==> config.mk <==
export PLATFORM = sky130hd
export DESIGN_NAME = tdm_demux_4ch
export DESIGN_NICKNAME = d
export VERILOG_FILES = /design/src/rtl/tdm_demux_4ch.sv
export SDC_FILE = /design/constraint.sdc
export NUM_CORES = 1
export LEC_CHECK = 0
export ABC_AREA = 1
export CAP_MARGIN = 20
export CORE_MARGIN = 2
export CORE_UTILIZATION = 46
export DETAILED_ROUTE_END_ITERATION = 8
export GPL_ROUTABILITY_DRIVEN = 0
export GPL_TIMING_DRIVEN = 0
export PLACE_DENSITY = 0.81
export SYNTH_ARGS = -nofsm -noshare
export SYNTH_HDL_FRONTEND = slang
export SYNTH_SLANG_ARGS = --single-unit
==> constraint.sdc <==
create_clock -name clk -period 1.84 [get_ports clk]
set_input_delay 0.368 -clock clk [delete_from_list [all_inputs] [get_ports clk]]
set_output_delay 0.368 -clock clk [all_outputs]
set_load 0.05 [all_outputs]
==> src/rtl/tdm_demux_4ch.sv <==
// tdm_demux_4ch: receive end of a 4-slot TDM lane; aligns on in_sof and steers slot n to channel n.
// Latency: every output is registered, one cycle after the accepted beat. Backpressure: none (in_valid gaps stall the frame).
// Optional macro TDM_DEMUX_FRAME_ALIGN_EN: buffer slots in shadow registers and publish y0..y3 together on frame_done.
module tdm_demux_4ch #(
  parameter int W = 8
) (
  input  logic         clk,
  input  logic         rst,
  input  logic         in_valid,
  input  logic         in_sof,
  input  logic [W-1:0] in_data,
  output logic [W-1:0] y0,
  output logic [W-1:0] y1,
  output logic [W-1:0] y2,
  output logic [W-1:0] y3,
  output logic         v0,
  output logic         v1,
  output logic         v2,
  output logic         v3,
  output logic         frame_done,
  output logic         sync_err,
  output logic         locked
);

  typedef enum logic {
    ST_HUNT   = 1'b0,
    ST_LOCKED = 1'b1
  } state_t;

  state_t              state_q, state_d;
  logic [1:0]          slot_q, slot_d;
  logic [3:0][W-1:0]   y_q, y_d;
  logic [3:0]          v_q, v_d;
  logic                fd_q, fd_d;
  logic                se_q, se_d;

  // Accepted-beat decode shared by the capture logic below.
  logic                cap;
  logic [1:0]          cap_slot;

`ifdef TDM_DEMUX_FRAME_ALIGN_EN
  // Slots 0..2 of the frame in flight; slot 3 comes straight from the lane at commit.
  logic [2:0][W-1:0]   sh_q, sh_d;
`endif

  // Next-state, slot tracking, capture steering and pulse generation.
  always_comb begin
    state_d  = state_q;
    slot_d   = slot_q;
    y_d      = y_q;
    v_d      = '0;
    fd_d     = 1'b0;
    se_d     = 1'b0;
    cap      = 1'b0;
    cap_slot = 2'd0;
`ifdef TDM_DEMUX_FRAME_ALIGN_EN
    sh_d     = sh_q;
`endif

    if (in_valid) begin
      if (state_q == ST_HUNT) begin
        // Only an SOF beat can open a frame; everything else is dropped.
        if (in_sof) begin
          cap     = 1'b1;
          state_d = ST_LOCKED;
        end
      end else if (in_sof) begin
        // SOF away from slot 0 abandons the partial frame and restarts at slot 0.
        se_d = (slot_q != 2'd0);
        cap  = 1'b1;
      end else if (slot_q == 2'd0) begin
        // Expected an SOF but got a plain beat: alignment lost.
        se_d    = 1'b1;
        state_d = ST_HUNT;
      end else begin
        cap      = 1'b1;
        cap_slot = slot_q;
      end
    end

    if (cap) begin
      slot_d = cap_slot + 2'd1;
      fd_d   = (cap_slot == 2'd3);
`ifdef TDM_DEMUX_FRAME_ALIGN_EN
      case (cap_slot)
        2'd0:    sh_d[0] = in_data;
        2'd1:    sh_d[1] = in_data;
        2'd2:    sh_d[2] = in_data;
        default: begin
          y_d = {in_data, sh_q[2], sh_q[1], sh_q[0]};
          v_d = 4'hF;
        end
      endcase
`else
      y_d[cap_slot] = in_data;
      v_d[cap_slot] = 1'b1;
`endif
    end
  end

  // State and output registers; reset discards any partial frame at once.
  always_ff @(posedge clk or posedge rst) begin
    if (rst) begin
      state_q <= ST_HUNT;
      slot_q  <= 2'd0;
      y_q     <= '0;
      v_q     <= '0;
      fd_q    <= 1'b0;
      se_q    <= 1'b0;
    end else begin
      state_q <= state_d;
      slot_q  <= slot_d;
      y_q     <= y_d;
      v_q     <= v_d;
      fd_q    <= fd_d;
      se_q    <= se_d;
    end
  end

`ifdef TDM_DEMUX_FRAME_ALIGN_EN
  // Shadow frame buffer; contents of an abandoned frame are simply overwritten.
  always_ff @(posedge clk or posedge rst) begin
    if (rst) begin
      sh_q <= '0;
    end else begin
      sh_q <= sh_d;
    end
  end
`endif

  assign y0         = y_q[0];
  assign y1         = y_q[1];
  assign y2         = y_q[2];
  assign y3         = y_q[3];
  assign v0         = v_q[0];
  assign v1         = v_q[1];
  assign v2         = v_q[2];
  assign v3         = v_q[3];
  assign frame_done = fd_q;
  assign sync_err   = se_q;
  assign locked     = (state_q == ST_LOCKED);

endmodule

==> out/qor.csv, run 1 <==
metric,value,unit
initial DRC count,59,
insertion delay to the later sink of the worst-skew pair,0.35,ns
sequential share of the synthesized area,60.3,%
n_diodes,0,
clock skew,0.0102,ns
Max IR drop VDD,0.542,mV
Final nets,250,
clock-pin slew on the worst setup and hold paths,0.12,ns
kind of end point of the critical path,flop,
via count,1360,
syn nets,195,
setup_tns,0,ns
layout cell share with drive strength beyond 1,11.0,%
# rows,21,
DRC Markers,0,
routed wire length,3460,um
"Slew Viols, Final",0,
worst reg-to-reg path cell count,6,
"EDFF count, synth",0,
Top-Level Pins,51,
Yosys cell types,19,
Crit Path Max Fanout,9,
gr ovfl total,0,
endpoints failing hold,0,
vias in the first global route,1285,
"Cell Area, Placed",2220,um2
die area,4100,um2
worst reg2reg path startpoint,slot_q[1]$_DFFE_PP0P_,
CTS root buf,clkbuf_4,
Total GRT Usage,20.0,%
dominant synthesized flop cell,dfrtp_1,
worst path arrival time,1.94,ns
Post-Syn Area per Cell,9.22,um2
crit path to,y2[6]$_DFFE_PP0P_,
origin of the worst setup path,in_valid,
synth warn,0,
"buffers from clock root to sink, at most",2,
Max-Cap Viols,0,
pwr dens,1300,nW/um2
Post-Place Cells,276,
Setup crit start kind,primary input,
average wire per standard cell,12.3,um
first-pass GRT wire length,6210,um
Die H,64.1,um
CTS tree,done,
Setup CP Type,primary input to flop,
initial antenna violation count,0,
drt pass-1 iters,4,
LEAKAGE,0.00134,uW
R2R Setup Slk,0.23,ns
RSZ-0062 raised after global routing,false,
# clock sinks,40,
Core ar.,3390,um2
Setup Buffers After CTS,0,
Port Buf Inserts,50,
status,completed,
Layout area overhead,34.3,%
setup violators final,0,
Yosys reg bits,40,
# H-tree levels,2,
relative slew slack,47.7,%
Initial Util,48.9,%
count of non-filler cells in the finished layout,282,
Final HPWL DP,2530,um
CP Data Required Time,2.08,ns
Die Span X,64.1,um
min Tclk post-route,1.70,ns
Tcrit/Tclk final,92.4,%
Mapped Cells,180,
Tightest Pin Transition,0.784,ns
synthesized area,1660,um2
cts bufs inserted,5,
ys async rst share,100,%
largest net degree at the start of global routing,41,
FF-to-FF End,y2[6]$_DFFE_PP0P_,
maximum clock rate,0.588,GHz
final instance area,2230,um2
Hold/Removal Path Class,primary input to async pin,
post-DR vias/cell,4.82,
Post-DRT Antenna Nets,0,
## synth_stat cells, types with 2 or more instances
cell type | number | area (um2)
buf_2 | 2 | 10.0
buf_4 | 2 | 15.0
clkbuf_1 | 2 | 7.51
dfrtp_1 | 40 | 1000
ha_1 | 3 | 37.5
inv_1 | 13 | 48.8
nand2_1 | 68 | 255
nand2_2 | 4 | 25.0
nand3_1 | 33 | 165
nor2_1 | 2 | 7.51
o21ai_0 | 3 | 15.0
## per-stage QoR
| stage | util, % | power, uW | hold slack (ns) | setup slack, ns |
|---|---|---|---|---|
| 6_report | 65.7 | 2890 | 0.475 | 0.140 |
| 5_1_grt | 65.7 | 3050 | 0.507 | 0.0166 |
| 4_1_cts | 65.7 | 2910 | 0.482 | 0.00441 |
| 3_5_place_dp | 65.4 | 2590 | 0.459 | -0.474 |
| 3_3_place_gp | 65.4 | 2580 | 0.456 | -0.417 |
| 2_1_floorplan | - | 2110 | 0.461 | 0.141 |
## logic make-up (layout without fill, tap and decap cells)
group | after synthesis | after routing | share of synthesized area, %
flops | 40 | 40 | 60.3
simple gates | 111 | 111 | 29.6
compound gates | 5 | 5 | 1.96
buf+inv | 21 | 77 | 5.81
fa+ha+maj | 3 | 3 | 2.26
## layer usage
metal | share of wire, % | track usage (%) | vias up
met5 | 0 | 0 | -
met4 | 1.7 | 7.34 | 0
met3 | 5.9 | 4.75 | 6
met2 | 46 | 29.2 | 37
met1 | 47 | 29.0 | 634
li1 | - | - | 683
## registers in the layout (all words and copies together), names as in the netlist
register	cells
v_q	3
sync_err	1
locked	1
frame_done	1
y1	8
y0	8
y2	8
y3	8
slot_q	2
## cell usage in the layout, fill, tap and decap left out, drive strengths merged
cell type	n
clkdlybuf4s50	11
nor2	3
nor3	2
dlygate4sd2	39
inv	14
dfrtp	40
nand2	73
clkinv	2
nand3	33
ha	3
clkbuf	6
o211ai	1
o21ai	4
buf	5
## worst min-delay path by stage
stage | endpoint | slack, ns | depth (start not counted)
2_1_floorplan | locked$_DFFE_PP0P_ | 0.46 | 1
3_3_place_gp | y1[6]$_DFFE_PP0P_ | 0.46 | 2
3_5_place_dp | y1[2]$_DFFE_PP0P_ | 0.46 | 2
4_1_cts | y1[2]$_DFFE_PP0P_ | 0.48 | 2
5_1_grt | y0[1]$_DFFE_PP0P_ | 0.51 | 2
6_report | y3[6]$_DFFE_PP0P_ | 0.47 | 2
## final cells by class
| class | count | area [um2] |
|---|---|---|
| fillers | 289 | 1160 |
| flip-flops and latches | 40 | 1000 |
| multi-input cells | 119 | 567 |
| repair buffers | 50 | 452 |
| well taps | 46 | 57.6 |
| inverters | 14 | 52.6 |
| clock buffers | 6 | 51.3 |
| plain buffers | 5 | 36.3 |
| clock inverters | 2 | 10.0 |
## critical path: stages
cell and delay (ns):
clkdlybuf4s50_1 0.50, nand2_2 0.10, nor3_1 0.26, ha_2 0.37, nand2_2 0.18, nand2_1 0.09, nand2_1 0.06
## where the power goes
part | switching, uW | internal (uW)
registers | 107 | 1070
clock network | 280 | 182
logic | 943 | 301
## timing repair
item                                    in CTS  in global routing
cloned                                       0                  0
endpoints found under the setup margin      47                 17
hold buffers                                 0                  0
resized for setup                           39                  2
pin swaps                                    0                  1
No activity file was read; power rests on OpenSTA's default activity.
==> run 2, diff against run 1 <==
Settings changed: PLACE_DENSITY 0.81 to 0.87.
==> run 2 against run 1 <==
  * Worst setup slack worse by 0.0022 ns
  * Critical path depth grew 3
  * Via count grew 4.0%
  * Sequential share of layout area decreased by 0.65 points
  * Count of clock-buffer cells in the layout did not move
  * Cell area grew 1.5%
  * Critical endpoint is now y0[0]$_DFFE_PP0P_
  * Highest routed layer unchanged
  * Sequential cell count unchanged
==> out/qor.csv, run 2 (same netlist as run 1, synthesis figures left out) <==
metric,value,unit,change
combinational share of power,43.8,%,was 43.1%
Reg power frac,40.5,%,was 40.9%
min Tclk post-route,1.70,ns,about the same
pwr dens,1290,nW/um2,was 1300 nW/um2
kind of end point of the critical path,flop,,unchanged
Power Total,2920,uW,was 2890 uW
average wire per standard cell,13.3,um,was 12.3 um
worst path arrival time,1.95,ns,was 1.94 ns
initial antenna violation count,0,,unchanged
via count,1415,,was 1360
Hold/Removal Path Class,flop to flop,,was primary input to async pin
worst reg-to-reg path cell count,8,,was 6
worst hold margin,0.478,ns,was 0.475 ns
largest net degree at the start of global routing,41,,unchanged
Setup CP Type,primary input to flop,,unchanged
met3 usage,4.58,%,was 4.75%
Core ar.,3390,um2,unchanged
CP Data Required Time,2.09,ns,was 2.08 ns
cts bufs inserted,5,,unchanged
Die H,64.1,um,unchanged
Hold Path Sink,y3[5]$_DFFE_PP0P_,,
clock-pin slew on the worst setup and hold paths,0.11,ns,was 0.12 ns
Tcrit/Tclk final,92.5,%,was 92.4%
first-pass GRT wire length,6270,um,was 6210 um
Post-DRT Antenna Nets,0,,unchanged
layout cell share with drive strength beyond 1,12.1,%,was 11.0%
"Slew Viols, Final",0,,unchanged
Crit path top cell by count,nand2_1,,
FF-to-FF End,y1[4]$_DFFE_PP0P_,,was y2[6]$_DFFE_PP0P_
Post-Place Cells,276,,unchanged
# clock sinks,40,,unchanged
Final nets,253,,was 250
gr busiest metal,met2,,unchanged
routed wire length,3800,um,was 3460 um
Setup crit start kind,primary input,,unchanged
hold_buf cts,0,,unchanged
post-DR vias/cell,4.96,,was 4.82
post-place setup slack,-0.422,ns,was -0.474 ns
Final HPWL DP,2720,um,was 2530 um
setup violators final,0,,unchanged
drt pass-1 iters,4,,unchanged
Top-Level Pins,51,,unchanged
Crit Path Max Fanout,9,,unchanged
setup_tns,0,ns,unchanged
vias in the first global route,1300,,was 1285
die area,4100,um2,unchanged
"buffers from clock root to sink, at most",2,,unchanged
R2R Setup Slk,0.29,ns,was 0.23 ns
gr ovfl total,0,,unchanged
Worst Hold Launch,y3[5]$_DFFE_PP0P_,,
switch share,46.3,%,was 46.1%
Clock Power Share,15.8,%,was 16.0%
n_diodes,0,,unchanged
Max IR drop VDD,0.537,mV,was 0.542 mV
P_sw,1350,uW,was 1330 uW
Tightest Pin Transition,0.800,ns,was 0.784 ns
crit-path max cell delay,0.53,ns,was 0.50 ns
RSZ-0062 raised after global routing,false,,unchanged
# H-tree levels,2,,unchanged
endpoints failing hold,0,,unchanged
initial DRC count,88,,was 59
Slowest cell on crit path,clkdlybuf4s50_1,,unchanged
DRC Markers,0,,unchanged
LEAKAGE,0.00137,uW,was 0.00134 uW
maximum clock rate,0.588,GHz,about the same
hold path cells,2,,
relative slew slack,46.6,%,was 47.7%
CTS root buf,clkbuf_4,,unchanged
Total GRT Usage,20.4,%,was 20.0%
insertion delay to the later sink of the worst-skew pair,0.34,ns,was 0.35 ns
Max-Cap Viols,0,,unchanged
worst reg2reg path startpoint,locked$_DFFE_PP0P_,,was slot_q[1]$_DFFE_PP0P_
CTS tree,done,,unchanged
"commonest non-fill, non-tap cell in the layout",nand2_1,,unchanged
Final WS setup,0.138,ns,was 0.140 ns
clock skew,0.00574,ns,was 0.0102 ns
routing usage on met1,25.9,%,was 29.0%
# rows,21,,unchanged
Port Buf Inserts,50,,unchanged
worst path cell trace,clkdlybuf4s50_1 > inv_1 > ha_1 > nand2_1 > inv_1 > nor2_4 > buf_6 > nand2_2 > nand2_1 > nand2_1,,was clkdlybuf4s50_1 > nand2_2 > nor3_1 > ha_2 > nand2_2 > nand2_1 > nand2_1
status,completed,,unchanged
most frequent cells in the layout,"nand2_1 (68), dfrtp_1 (39), dlygate4sd2_1 (38), nand3_1 (33), inv_1 (12)",,"was nand2_1 (68), dfrtp_1 (39), dlygate4sd2_1 (39), nand3_1 (33), inv_1 (12)"
Die Span X,64.1,um,unchanged
global routing met2 resource utilization,33.3,%,was 29.2%
Layout area overhead,36.3,%,was 34.3%
Int Power,1570,uW,was 1560 uW
count of non-filler cells in the finished layout,285,,was 282
Initial Util,48.9,%,unchanged
==> run 2: cell types whose count changed in the layout (fill, tap and decap cells not counted), sizes merged <==
cell and delta:
buf +3, dlygate4sd2 -1, dlymetal6s2s +1
==> run 2: how the worst max path moves through the flow <==
stage | startpoint | slack, ns | to | cells after the start
after floorplan | locked$_DFFE_PP0P_ | 0.14 | y1[0]$_DFFE_PP0P_ | 9
after global placement | in_valid | -0.36 | y2[1]$_DFFE_PP0P_ | 8
after detailed placement | in_valid | -0.42 | y1[4]$_DFFE_PP0P_ | 10
after CTS | v_q[1]$_DFF_PP0_ | 0.001 | v1 | 1
after global routing | in_valid | 0.006 | y1[4]$_DFFE_PP0P_ | 9
final | in_sof | 0.14 | y0[0]$_DFFE_PP0P_ | 10
==> run 2: repair_timing <==
| item | 4_1_cts | 5_1_grt |
|---|---|---|
| setup buffers | 0 | 2 |
| gates resized for setup | 38 | 5 |
| setup endpoints to repair | 53 | 26 |
| gates cloned | 0 | 1 |
==> run 2: per-layer routing <==
metal	vias up	wire length, um	share of wire, %
li1	689	-	-
met1	671	1600	42
met2	48	1930	51
met3	7	201	5.3
met4	0	68	1.8
met5	-	0	0
==> run 2: power groups by stage <==
stage	logic (uW)	registers, uW	clock network, uW
2_1_floorplan	243	1860	0
3_3_place_gp	1380	1200	0
3_5_place_dp	1400	1210	0
4_1_cts	1270	1180	466
5_1_grt	1350	1210	506
6_report	1280	1180	460
==> run 2: per-stage QoR <==
stage	area (um2)	util (%)
6_report	2260	66.7
5_1_grt	2260	66.7
4_1_cts	2220	65.6
3_5_place_dp	2220	65.4
3_3_place_gp	2220	65.4
2_1_floorplan	1660	-
==> run 2: critical path, delay by kind of cell <==
| kind | cells | cell delay (ns) |
|---|---|---|
| AND/OR/NAND/NOR | 5 | 0.51 |
| buffers and inverters | 4 | 0.85 |
| adder cells (fa/ha/maj) | 1 | 0.22 |
==> run 2: final cells by class <==
| type | instances | area [um2] |
|---|---|---|
| Buffer | 5 | 40.0 |
| Multi-Input combinational cell | 119 | 572 |
| Clock inverter | 2 | 10.0 |
| Timing Repair Buffer | 53 | 475 |
| Clock buffer | 6 | 51.3 |
| Inverter | 14 | 52.6 |
| Tap cell | 46 | 57.6 |
| Sequential cell | 40 | 1000 |
| Fill cell | 283 | 1130 |
==> run 3, diff against run 2 <==
Settings changed: PLACE_DENSITY 0.87 to 0.84.
==> run 3 against run 2 <==
  * Register-to-register slack about the same
  * Cell count down 1.1%
  * Combinational power barely moved
  * Via count is essentially flat
  * Critical path depth shrank 8
  * First-iteration DRC count is 9.1% lower
  * Clock power increased by 26%
  * Worst hold slack is essentially flat
  * Sequential power about the same
==> out/qor.csv, run 3 (same netlist as run 1, synthesis figures left out) <==
metric,value,unit,change
worst path arrival time,1.32,ns,was 1.95 ns
worst hold margin,0.477,ns,was 0.478 ns
average wire per standard cell,13.1,um,was 13.3 um
hold_buf cts,0,,unchanged
drt pass-1 iters,5,,was 4
Setup Buffers After CTS,0,,unchanged
Final HPWL DP,2660,um,was 2720 um
relative slew slack,46.5,%,was 46.6%
worst path cell trace,buf_4 > dlygate4sd2_1,,was clkdlybuf4s50_1 > inv_1 > ha_1 > nand2_1 > inv_1 > nor2_4 > buf_6 > nand2_2 > nand2_1 > nand2_1
Crit Path Max Fanout,2,,was 9
RSZ-0062 raised after global routing,false,,unchanged
endpoints failing hold,0,,unchanged
Hold/Removal Path Class,primary input to async pin,,was flop to flop
die area,4100,um2,unchanged
insertion delay to the later sink of the worst-skew pair,0.35,ns,was 0.34 ns
Slowest cell on crit path,dlygate4sd2_1,,was clkdlybuf4s50_1
cts bufs inserted,5,,unchanged
"buffers from clock root to sink, at most",2,,unchanged
DRC Markers,0,,unchanged
setup_tns,0,ns,unchanged
vias in the first global route,1323,,was 1300
Max-Cap Viols,0,,unchanged
routed wire length,3690,um,was 3800 um
clock skew,0.00584,ns,was 0.00574 ns
initial DRC count,80,,was 88
"Slew Viols, Final",0,,unchanged
R2R Setup Slk,0.28,ns,was 0.29 ns
Setup crit start kind,flop,,was primary input
n_diodes,0,,unchanged
LEAKAGE,0.00134,uW,was 0.00137 uW
min Tclk post-route,1.69,ns,was 1.70 ns
Port Buf Inserts,50,,unchanged
clock-pin slew on the worst setup and hold paths,0.12,ns,was 0.11 ns
Top-Level Pins,51,,unchanged
"commonest non-fill, non-tap cell in the layout",nand2_1,,unchanged
CP Data Required Time,1.47,ns,was 2.09 ns
crit-path max cell delay,0.51,ns,was 0.53 ns
Power Total,3020,uW,was 2920 uW
via count,1414,,was 1415
Initial Util,48.9,%,unchanged
# rows,21,,unchanged
Post-DRT Antenna Nets,0,,unchanged
Fillers,286,,was 283
kind of end point of the critical path,primary output,,was flop
Final Util,66.3,%,was 66.7%
# H-tree levels,2,,unchanged
CTS tree,done,,unchanged
Die Span X,64.1,um,unchanged
post-place setup slack,-0.439,ns,was -0.422 ns
Max IR drop VDD,0.649,mV,was 0.537 mV
Final nets,250,,was 253
initial antenna violation count,0,,unchanged
Core ar.,3390,um2,unchanged
Tightest Pin Transition,0.801,ns,was 0.800 ns
setup violators final,0,,unchanged
Die H,64.1,um,unchanged
largest net degree at the start of global routing,41,,unchanged
status,completed,,unchanged
Final WS setup,0.149,ns,was 0.138 ns
maximum clock rate,0.591,GHz,was 0.588 GHz
CTS root buf,clkbuf_4,,unchanged
post-DR vias/cell,5.01,,was 4.96
first-pass GRT wire length,6170,um,was 6270 um
layout cell share with drive strength beyond 1,11.0,%,was 12.1%
Total GRT Usage,20.0,%,was 20.4%
Layout area overhead,35.4,%,was 36.3%
pwr dens,1340,nW/um2,was 1290 nW/um2
most frequent cells in the layout,"nand2_1 (68), dfrtp_1 (39), dlygate4sd2_1 (39), nand3_1 (33), inv_1 (12)",,"was nand2_1 (68), dfrtp_1 (39), dlygate4sd2_1 (38), nand3_1 (33), inv_1 (12)"
gr ovfl total,0,,unchanged
worst reg-to-reg path cell count,6,,was 8
Setup CP Type,flop to primary output,,was primary input to flop
# clock sinks,40,,unchanged
Tcrit/Tclk final,91.9,%,was 92.5%
[run 3: stage by stage]
step,instance area (um2),cells
global placement,2220,276
floorplan,1660,180
CTS,2240,282
finish,2250,282
detailed placement,2220,276
global route,2250,282
[run 3: worst paths after layout]
path / from / to
worst max-delay path: frame_done$_DFF_PP0_ / v3
worst min-delay path: rst / y1[3]$_DFFE_PP0P_
worst max register to register: slot_q[1]$_DFFE_PP0P_ / y2[2]$_DFFE_PP0P_
worst min register to register: y0[0]$_DFFE_PP0P_ / y0[0]$_DFFE_PP0P_
max in group asynchronous: rst / locked$_DFFE_PP0P_
min in group clk: y0[0]$_DFFE_PP0P_ / y0[0]$_DFFE_PP0P_
[run 3: layout make-up]
class / instances / area [um2] / share of cell area, %
flip-flops and latches: 40 / 1000 / 44.6
multi-input cells: 119 / 567 / 25.2
repair buffers: 50 / 452 / 20.1
well taps: 46 / 57.6 / 2.56
inverters: 14 / 52.6 / 2.34
clock inverters: 3 / 42.5 / 1.89
clock buffers: 5 / 37.5 / 1.67
plain buffers: 5 / 36.3 / 1.61
[run 3: power by group]
part	internal [uW]	total, uW	leakage [uW]	switching [uW]
logic	301	1250	0.000776	951
clock network	283	580	0.0000412	296
registers	1070	1180	0.000524	111
[run 3: metal layers]
layer	GRT usage, %	vias up	wire length [um]
li1	-	682	-
met1	25.4	672	1570
met2	32.4	53	1800
met3	5.81	7	249
met4	7.07	0	71
met5	0	-	0
[run 3: repair_timing]
item,in CTS,in global routing
hold endpoints to repair,0,0
resized for setup,39,2
setup endpoints to repair,55,16
[run 3: worst max-delay path: cells and delay by family, from the launching register on]
kind | cells | cell delay, ns
buffers and inverters | 2 | 0.61
DFF | 1 | 0.36
